**src/rtl/fetch_pc_unit.sv**
```systemverilog
// Front-end PC sequencer: issues aligned 64-bit imem fetches, queues
// in-order returns for decode, and handles branch redirects with drain.
module fetch_pc_unit #(
  parameter logic [63:0] RESET_PC   = 64'h0,
  parameter int          FIFO_DEPTH = 4,
  parameter int          MAX_OUT    = 2
) (
  input  logic        clk,
  input  logic        rst_n,
  input  logic        do_jump,
  input  logic [63:0] jump_pc,
  output logic        imem_req,
  output logic [63:0] imem_addr,
  input  logic        imem_gnt,
  input  logic        imem_rvalid,
  input  logic [63:0] imem_rdata,
  output logic        inst_valid,
  output logic [63:0] inst,
  output logic [63:0] inst_pc,
  input  logic        decode_ready,
  input  logic        stall
);

  localparam int AW = $clog2(FIFO_DEPTH);
  localparam int CW = $clog2(FIFO_DEPTH + 1);
  localparam logic [63:0] BOOT_PC = RESET_PC & ~64'h7;

  typedef enum logic [1:0] {
    BOOT,
    RUN,
    DRAIN
  } state_t;

  state_t        r_state;
  state_t        w_state_nxt;

  logic [63:0]   r_fetch_pc;
  logic [63:0]   r_ret_pc;
  logic [63:0]   r_tag_pc;
  logic          r_first;

  logic [CW-1:0] r_out;
  logic [CW-1:0] w_out_nxt;
  logic [CW-1:0] r_cnt;
  logic [AW-1:0] r_wptr;
  logic [AW-1:0] r_rptr;

  logic [63:0]   r_data [FIFO_DEPTH];
  logic [63:0]   r_pc   [FIFO_DEPTH];

  logic          w_issue;
  logic          w_fire;
  logic          w_push;
  logic          w_pop;
  logic [CW:0]   w_inflight;
  logic [63:0]   w_push_pc;
  logic [CW-1:0] w_inc;
  logic [CW-1:0] w_dec;
  logic [CW-1:0] w_psh;
  logic [CW-1:0] w_pp;

  // Words already queued plus words in flight must fit in the FIFO.
  assign w_inflight = {1'b0, r_cnt} + {1'b0, r_out};
  assign w_issue    = (r_state == RUN)
                   && (r_out < CW'(MAX_OUT))
                   && (w_inflight < (CW+1)'(FIFO_DEPTH));

  assign imem_req   = w_issue;
  assign imem_addr  = r_fetch_pc;

  assign w_fire     = w_issue & imem_gnt;
  assign w_push     = imem_rvalid & (r_state == RUN) & ~do_jump;
  assign inst_valid = (r_cnt != '0);
  assign w_pop      = inst_valid & decode_ready & ~stall & ~do_jump;

  assign inst       = r_data[r_rptr];
  assign inst_pc    = r_pc[r_rptr];
  assign w_push_pc  = r_first ? r_tag_pc : r_ret_pc;

  assign w_inc      = {{(CW-1){1'b0}}, w_fire};
  assign w_dec      = {{(CW-1){1'b0}}, imem_rvalid};
  assign w_psh      = {{(CW-1){1'b0}}, w_push};
  assign w_pp       = {{(CW-1){1'b0}}, w_pop};

  always_comb begin
    w_out_nxt = r_out + w_inc - w_dec;
  end

  always_comb begin
    w_state_nxt = r_state;
    if (do_jump) begin
      w_state_nxt = (w_out_nxt != '0) ? DRAIN : RUN;
    end else begin
      unique case (r_state)
        BOOT:    w_state_nxt = RUN;
        RUN:     w_state_nxt = RUN;
        DRAIN: begin
          if (w_out_nxt == '0) w_state_nxt = RUN;
        end
        default: w_state_nxt = BOOT;
      endcase
    end
  end

  always_ff @(posedge clk or negedge rst_n) begin
    if (!rst_n) begin
      r_state <= BOOT;
      r_out   <= '0;
    end else begin
      r_state <= w_state_nxt;
      r_out   <= w_out_nxt;
    end
  end

  always_ff @(posedge clk or negedge rst_n) begin
    if (!rst_n) begin
      r_fetch_pc <= BOOT_PC;
    end else if (do_jump) begin
      r_fetch_pc <= {jump_pc[63:3], 3'b000};
    end else if (w_fire) begin
      r_fetch_pc <= r_fetch_pc + 64'd8;
    end
  end

  // First word after a redirect carries the unaligned target PC.
  always_ff @(posedge clk or negedge rst_n) begin
    if (!rst_n) begin
      r_ret_pc <= BOOT_PC;
      r_tag_pc <= BOOT_PC;
      r_first  <= 1'b0;
    end else if (do_jump) begin
      r_ret_pc <= {jump_pc[63:3], 3'b000};
      r_tag_pc <= {jump_pc[63:1], 1'b0};
      r_first  <= 1'b1;
    end else if (w_push) begin
      r_ret_pc <= r_ret_pc + 64'd8;
      r_first  <= 1'b0;
    end
  end

  always_ff @(posedge clk or negedge rst_n) begin
    if (!rst_n) begin
      r_wptr <= '0;
      r_rptr <= '0;
      r_cnt  <= '0;
      for (int i = 0; i < FIFO_DEPTH; i++) begin
        r_data[i] <= '0;
        r_pc[i]   <= '0;
      end
    end else if (do_jump) begin
      r_wptr <= '0;
      r_rptr <= '0;
      r_cnt  <= '0;
    end else begin
      if (w_push) begin
        r_data[r_wptr] <= imem_rdata;
        r_pc[r_wptr]   <= w_push_pc;
        r_wptr         <= r_wptr + 1'b1;
      end
      if (w_pop) begin
        r_rptr <= r_rptr + 1'b1;
      end
      r_cnt <= r_cnt + w_psh - w_pp;
    end
  end

  ap_no_orphan_rvalid: assert property (
    @(posedge clk) disable iff (!rst_n)
    imem_rvalid |-> (r_out != '0)
  );

  ap_no_overflow: assert property (
    @(posedge clk) disable iff (!rst_n)
    w_push |-> (r_cnt < CW'(FIFO_DEPTH))
  );

endmodule

```
**config.mk**
```make
export PLATFORM = sky130hd
export DESIGN_NAME = fetch_pc_unit
export DESIGN_NICKNAME = d
export VERILOG_FILES = /design/src/rtl/fetch_pc_unit.sv
export SDC_FILE = /design/constraint.sdc
export NUM_CORES = 1
export LEC_CHECK = 0
export BUFFER_PORTS_ARGS = -buffer_cell sky130_fd_sc_hd__buf_2
export CAP_MARGIN = 30
export CORE_UTILIZATION = 60
export DETAILED_ROUTE_END_ITERATION = 8
export PLACE_DENSITY = 0.81
export SLEW_MARGIN = 20
export SYNTH_ARGS = -nofsm -noshare
export SYNTH_HDL_FRONTEND = slang
export SYNTH_SLANG_ARGS = --single-unit
export TNS_END_PERCENT = 30
```
**constraint.sdc**
```tcl
create_clock -name clk -period 3.3 [get_ports clk]
set_clock_uncertainty 0.15 [all_clocks]
set_input_delay 0.66 -clock clk [delete_from_list [all_inputs] [get_ports clk]]
set_output_delay 0.66 -clock clk [all_outputs]
set_load 0.1 [all_outputs]
```
==> results list, run 1 <==
- In this run the most used layer during global routing was met2.
- After floorplanning, the core was divided into 85 placement rows.
- Counting the buffers created by CTS gives 73.
- Worst slew pin tran: 0.749 ns
- Clock tree from TritonCTS: yes
- Final critical-path setup slack: approximately 0.075 ns
- Post-synthesis register bit count: 710
- The critical path is of the register to output port type.
- On the critical path, the stage with the largest delay is an instance of sky130_fd_sc_hd__dfrtp_4.
- The worst setup path is captured at an output port.
- Yosys printed 0 warnings.
* Type of element launching the critical path: register
- Number of buffers on the longest clock path: 3
- The first TritonRoute pass finished after 5 iterations.
- Summing every instance area after synthesis gives 33100 µm².
* Pins Over Slew Limit: 0
* Hpwl dp: between 50 and 60 mm
* Number of enable flip-flop cells after synthesis: 0
- Dividing the detail-routed via count by the number of cells gives 6.37.
- The H-tree generated during clock tree synthesis spans 3 levels.
* Hold Vio Cnt, Final: 0
- Global routing used 38.2% of the available met1 tracks.
* Share of the clock period used by the worst path after layout: 97.7%
- The largest single stage delay on the critical path is 0.54 ns.
- Top-Level Pins: 329
- The detail route stage leaves a number of antenna-violating nets equal to 0.
* Maximum fanout along the worst path: 6
- Placed inst area: between 30000 and 40000 µm²
- Synthesis handed over a netlist of 2329 instances.
- Remaining global-route overflow: 0
- The layout has 3503 filler cells.
- Headroom to the max-slew limit came out at approximately half.
- Result of the run: finished clean
- Once layout is done, the placed cells without fillers occupy 38600 µm².
* Portion of the post-synthesis area used by sequential elements: 53.7%
- For this block, the routed nets add up to 83.7 mm of wire.
- The final route contains 21.7k vias.
* Number of global-route vias before repair: around 23k
* Initial DRC count: between 1.5k and 2k
* Ordered cell list for the critical path: buf_4 > buf_4 > mux4_2 > buf_2
- In this run the tool buffered the top-level ports with between 300 and 400 buffer cells.
* Distinct cell type count of the synthesized netlist: between 60 and 70
* WP data arrival: 2.42 ns
- Final setup vio count: 0
- GR Util met3: 6.33%
- Final net count: between 2k and 3k
- VDD IR-drop max: 0.890 mV
- Max Clk Rate: roughly 310 MHz
- Root Buffer: sky130_fd_sc_hd__clkbuf_16
* Cell Pwr Density: approximately 830 nW/µm²
- Leading cell types in the layout, fill and taps excluded: sky130_fd_sc_hd__dfrtp_1, sky130_fd_sc_hd__mux2_2, sky130_fd_sc_hd__buf_2
* Library cell appearing most often on the critical path: sky130_fd_sc_hd__buf_4
- Max-cap check violation count: 0
- Area enclosed by the die boundary: 56100 µm²
* Total leakage power: 17.9 nW
* Predominant post-synthesis flop cell: sky130_fd_sc_hd__dfrtp_1
- Startpoint of the worst register-to-register path: r_cnt[2]$_DFF_PN0_
* Clock insertion delay at the later pin of the skew report: a little over 0.6 ns
- The floorplan step defined a core boundary enclosing approximately 54000 µm².
- Measured along the y axis, the die boundary spans 237 µm.
- The critical path starts at r_rptr[0]$_DFFE_PN0P_.
* DR DRC count: 0
- Type of the worst min-delay path: input pin to register
- Together, buffers and inverters on the worst path number 3.
* Antenna violations before repair: 12
* Clock-pin slew on the worst setup and hold paths: 0.06 ns
* Worst setup slack before clock tree synthesis: roughly 0.19 ns
- Sink Count: 710
- Global-route wire length before repair: 132 mm
- Data on the critical path is required at its endpoint by 2.49 ns.
- The worst hold path begins at jump_pc[2].
- In the global route stage, met2 resource usage came out at 51.7%.
- Final min period: 3.23 ns
* Maximum number of pins on one net before global-route repair: 99
- Mean cell area of the mapped netlist: 14.2 µm²
- Routability-driven placement finished with a final weighted congestion of 0.891.
- In the final routed layout, each cell accounts on average for approximately 25 µm.
- Broken down by cell family, the worst path's largest delay share belongs to buffers and inverters.
- In the final layout, the share of cells above drive strength 1 is between 40% and 50%.
- Layout Area Growth over Synthesis: 16.5%
* GRT Util Overall: 30.4%
* Post-synth ARST share: between 90% and 100%
- Measured along the x axis, the die boundary spans between 200 and 250 µm.
- Effective utilization at floorplan: slightly above 60%
* Most common library cell in the layout ignoring fill and taps: sky130_fd_sc_hd__dfrtp_1
-- synthesized netlist by cell type, drive strengths merged, types with 3 or more instances --
master	number	area share [%]
dfrtp	710	54
mux2	652	22
mux4	128	8.7
buf	89	1.3
nand2	77	0.87
nor2	68	0.79
clkbuf	57	0.65
nand3	52	0.82
nand4	42	0.95
xnor2	40	1.1
nor3	39	0.66
a31oi	31	0.59
o21ai	31	0.47
nor4	29	1.0
a21oi	27	0.41
and3	27	0.51
inv	26	0.29
and4	22	0.58
or4	20	0.45
a211oi	19	0.43
xor2	18	0.48
or3	17	0.32
o31a	15	0.40
o31ai	15	0.34
ha	13	0.49
and2	10	0.19
nand2b	10	0.19
nor2b	8	0.15
a311oi	4	0.11
or2	4	0.076
o21a	3	0.068
-- metal layers --
layer | wire [µm] | up-vias
met5 | 60 | -
met4 | 3130 | 10
met3 | 4930 | 199
met2 | 42900 | 685
met1 | 32700 | 11400
li1 | - | 9395
-- timing repair --
action,in CTS,in global routing
gates cloned,0,0
endpoints found under the setup margin,76,16
endpoints found under the hold margin,41,0
hold buffers,1,0
setup buffers,2,0
gates resized for setup,2,21
-- per-stage QoR --
| stage | util, % | hold slack, ns | TNS (ns) | total power [mW] | std cells |
|---|---|---|---|---|---|
| after global placement | 66.6 | 0.313 | 0 | 23.3 | 3270 |
| after global routing | 71.2 | 0.120 | -0.00336 | 33.0 | 3406 |
| after CTS | 71.1 | 0.110 | 0 | 32.0 | 3404 |
| after floorplan | - | 0.214 | 0 | 21.0 | 2331 |
| after detailed placement | 66.6 | 0.320 | 0 | 23.7 | 3270 |
| final | 71.2 | 0.149 | 0 | 31.9 | 3411 |
-- where the power goes --
group | switching [mW] | leakage [nW] | internal, mW
Sequential | 0.978 | 9.20 | 10.2
Combinational | 9.07 | 7.51 | 3.38
Clock | 3.42 | 1.17 | 4.87
Total | 13.5 | 17.9 | 18.5
-- flip-flops by register name, indices dropped and copies added, names as in the netlist --
name and count:
r_first 1, r_pc 256, r_cnt 3, r_state 2, r_data 256, imem_addr 61
r_out 3, r_ret_pc 61, r_tag_pc 63, r_rptr 2, r_wptr 2
-- logic make-up (layout without fill, tap and decap cells) --
logic type	count (synthesis)	after routing	share of synthesized area [%]
muxes	781	781	30.9
DFF	710	710	53.7
and+or+nand+nor	435	435	7.84
AOI/OAI and AO/OA	157	157	3.15
adders and majority gates	15	15	0.612
other	1	10	0.0113
buffers and inverters	172	549	2.28
xor gates and xnor gates	58	58	1.53
-- area by class of cell --
class                      instances  area (µm²)  share of cell area, %
tap                              696         871                   2.26
inverter                          26         100                  0.260
sequential                       710       17800                   46.1
clock buffer                     110        2170                   5.63
antenna                            7        17.5                 0.0454
clock inverter                    21         226                  0.587
timing repair buffer             392        2770                   7.17
multi-input combinational       1449       14600                   37.9
-- worst paths after layout --
check | end | slack [ns] | depth (start not counted)
min in group asynchronous | r_pc[120]$_DFFE_PN0P_ | 0.50 | 2
worst max register to register | r_state[0]$_DFFE_PN0P_ | 0.18 | 12
max in group asynchronous | r_data[47]$_DFFE_PN0P_ | 1.54 | 3
worst min-delay path | r_tag_pc[2]$_DFFE_PN0P_ | 0.15 | 2
worst max-delay path | inst_pc[22] | 0.07 | 4
worst min register to register | r_pc[128]$_DFFE_PN0P_ | 0.33 | 1
(Power assumes the default switching activity.)
==> inputs of run 2 (changes only) <==
- PLACE_DENSITY: 0.81 -> unset
- PLACE_DENSITY_LB_ADDON: unset -> 0.05
==> results list, run 2 (synthesized netlist as in run 1, its figures left out) <==
- Max-cap violations in this run came to 0.
- In the layout the commonest cells are sky130_fd_sc_hd__dfrtp_1, sky130_fd_sc_hd__mux2_2, sky130_fd_sc_hd__buf_2.
- Global placement routability congestion: around 0.88
- In the final layout, the registers with the most flip-flops are r_data x256, r_pc x256, r_tag_pc x63.
* Sw Share: 41.5%
- Final min period: 3.23 ns
- Total number of vias: 21.2k
- Setup slack on the critical path of the routed design comes to 0.0698 ns.
* Worst setup slack before clock tree synthesis: around 0.25 ns
- TritonCTS built the clock tree.
- Tightest slew margin relative to the limit: between 40% and 50%
- Routed length per instance: 23.7 µm
- The post-route netlist has 49.2% of its cells at a drive strength greater than 1.
* Total iterations of the first detailed-routing run: 6
- Type of element launching the critical path: register
* Die Span Y: ~240 µm
- Measured along the x axis, the die boundary spans between 200 and 250 µm.
- The clock network accounts for between 20% and 30% of the total power.
- Register share of total power: 34.8%
- Share of the clock period used by the worst path after layout: 97.9%
- Summing all multi-input logic gate instances after layout gives 14600 µm².
- Cell Pwr Density: 831 nW/µm²
* Max Clk Rate: 310 MHz
- H-tree Lvls: 3
- After clock tree synthesis, the clock-pin slew on the worst setup and hold paths is 0.06 ns.
- Remaining global-route overflow: 0
* Result of the run: finished clean
- Data required, critical path: roughly 2.5 ns
- Most common library cell in the layout ignoring fill and taps: sky130_fd_sc_hd__dfrtp_1
- Unrepaired setup endpoints after global routing: no
* Total leakage power: 18.0 nW
* Number of buffers on the longest clock path: 3
- Counting instances, the worst hold path has a depth of 2.
* Number of CTS-inserted buffers: 76
* Worst slew pin tran: 0.758 ns
- WP data arrival: 2.42 ns
- Final net count: 2806
- In this run the remaining antenna-violating nets after routing total 0.
* Area enclosed by the die boundary: 56100 µm²
* Fillers: 3686
- Std-Cell Core Area: 54100 µm²
- The count of buffers added on input and output ports is 324.
- Initial DRC count: roughly 1.3k
- RR Endpoint: r_state[0]$_DFFE_PN0P_
- The path with the worst hold slack has its endpoint at r_tag_pc[1]$_DFFE_PN0P_.
- Maximum number of pins on one net before global-route repair: 153
- Clock insertion delay at the later pin of the skew report: between 0.6 and 0.7 ns
- The worst register-to-register path has a depth of 12.
- The final layout contains routed wiring with a total length of 80.8 mm.
* Layout Area Growth over Synthesis: 16.6%
* Power spent charging and discharging nets: 13.3 mW
- The worst-case IR drop observed on VDD is 0.773 mV.
- 329 I/O pins were placed.
- Cell Rows: 85
* Fin Setup TNS: 0 ns
* Internal power summed over all cells: 18.8 mW
* Via count normalized by instance count: 6.22
- STA classifies the critical path endpoint as an output port.
- GRT Util Overall: between 20% and 30%
- Startpoint of the worst register-to-register path: r_out[2]$_DFF_PN0_
* Antenna violations before repair: 12
* Worst min-delay path startpoint: jump_pc[1]
- The via count of the first global-routing pass is around 23k.
- The critical path is of the register to output port type.
- Pins Over Slew Limit: 0
* Fraction of the core area covered by cells at the end of the flow: 71.3%
- Per report_power, the combinational group accounts for 37.5% of the total.
- Worst-case register-to-register setup slack: 0.25 ns
- Sink Count: just over 700
- Final setup vio count: 0
- Root Buffer: sky130_fd_sc_hd__clkbuf_16
* DR DRC count: 0
* Total setup buffers inserted after CTS: 0
* Effective utilization at floorplan: slightly above 60%
- Once detailed placement completed, the half-perimeter wirelength came to 55.5 mm.
* Total area of sequential cells: 17800 µm²
- The path class of the tightest hold or removal check is input pin to register.
* Maximum fanout along the worst path: 4
- The first global-routing pass estimated between 100 and 150 mm of wire.
* Hold Vio Cnt, Final: 0
run 2: how the worst max path moves through the flow:
stage                                  end               start  cells after the start  slack (ns)
finish                            imem_req  r_out[2]$_DFF_PN0_                      4        0.07
global route                      imem_req  r_cnt[2]$_DFF_PN0_                      4        0.01
CTS                               imem_req  r_cnt[2]$_DFF_PN0_                      4        0.03
detailed placement  r_state[0]$_DFFE_PN0P_  r_cnt[2]$_DFF_PN0_                     12        0.25
global placement    r_state[0]$_DFFE_PN0P_  r_cnt[2]$_DFF_PN0_                     12        0.25
floorplan                         imem_req  r_cnt[2]$_DFF_PN0_                      3        0.02
run 2: per-layer routing:
layer / vias up / track usage (%) / wire length [µm]
met1: 11200 / 38.7 / 33200
li1: 9363 / - / -
met4: 8 / 9.31 / 2340
met5: - / 0 / 50
met2: 512 / 49.9 / 40800
met3: 136 / 6.00 / 4380
run 2: power by group through the flow:
stage | sequential (mW) | combinational (mW) | clock [mW]
floorplan | 11.5 | 9.53 | 0
global placement | 11.1 | 11.9 | 0
detailed placement | 11.3 | 12.1 | 0
CTS | 11.1 | 12.1 | 9.08
global route | 11.3 | 12.5 | 9.41
finish | 11.1 | 12.0 | 8.90
run 2: cell type report:
cell class / instances / area share [%]
Inverter: 26 / 0.259
Sequential cell: 710 / 46.1
Timing Repair Buffer: 393 / 6.67
Clock inverter: 20 / 0.788
Clock buffer: 114 / 6.03
Antenna cell: 6 / 0.0389
Multi-Input combinational cell: 1449 / 37.9
Tap cell: 696 / 2.26
run 2: worst max-delay path: stages (launching register included):
cell and delay [ns]:
sky130_fd_sc_hd__dfrtp_1 0.38, sky130_fd_sc_hd__ha_1 0.31, sky130_fd_sc_hd__or4b_4 0.60, sky130_fd_sc_hd__nor3_2 0.26, sky130_fd_sc_hd__buf_6 0.26
run 2: through the flow:
| step | power [mW] | hold slack, ns | cell area, µm² | instances |
|---|---|---|---|---|
| final | 32.1 | 0.138 | 38600 | 3414 |
| after global routing | 33.2 | 0.131 | 38600 | 3410 |
| after CTS | 32.3 | 0.115 | 38600 | 3408 |
| after detailed placement | 23.3 | 0.323 | 35900 | 3273 |
| after global placement | 23.0 | 0.316 | 35900 | 3273 |
| after floorplan | 21.0 | 0.214 | 33100 | 2331 |
run 2: timing repair:
| action | in CTS | in global routing |
|---|---|---|
| cloned | 0 | 0 |
| hold buffers | 1 | 0 |
| gates resized for setup | 4 | 1 |
| setup endpoints to repair | 14 | 1 |
| hold endpoints to repair | 41 | 0 |
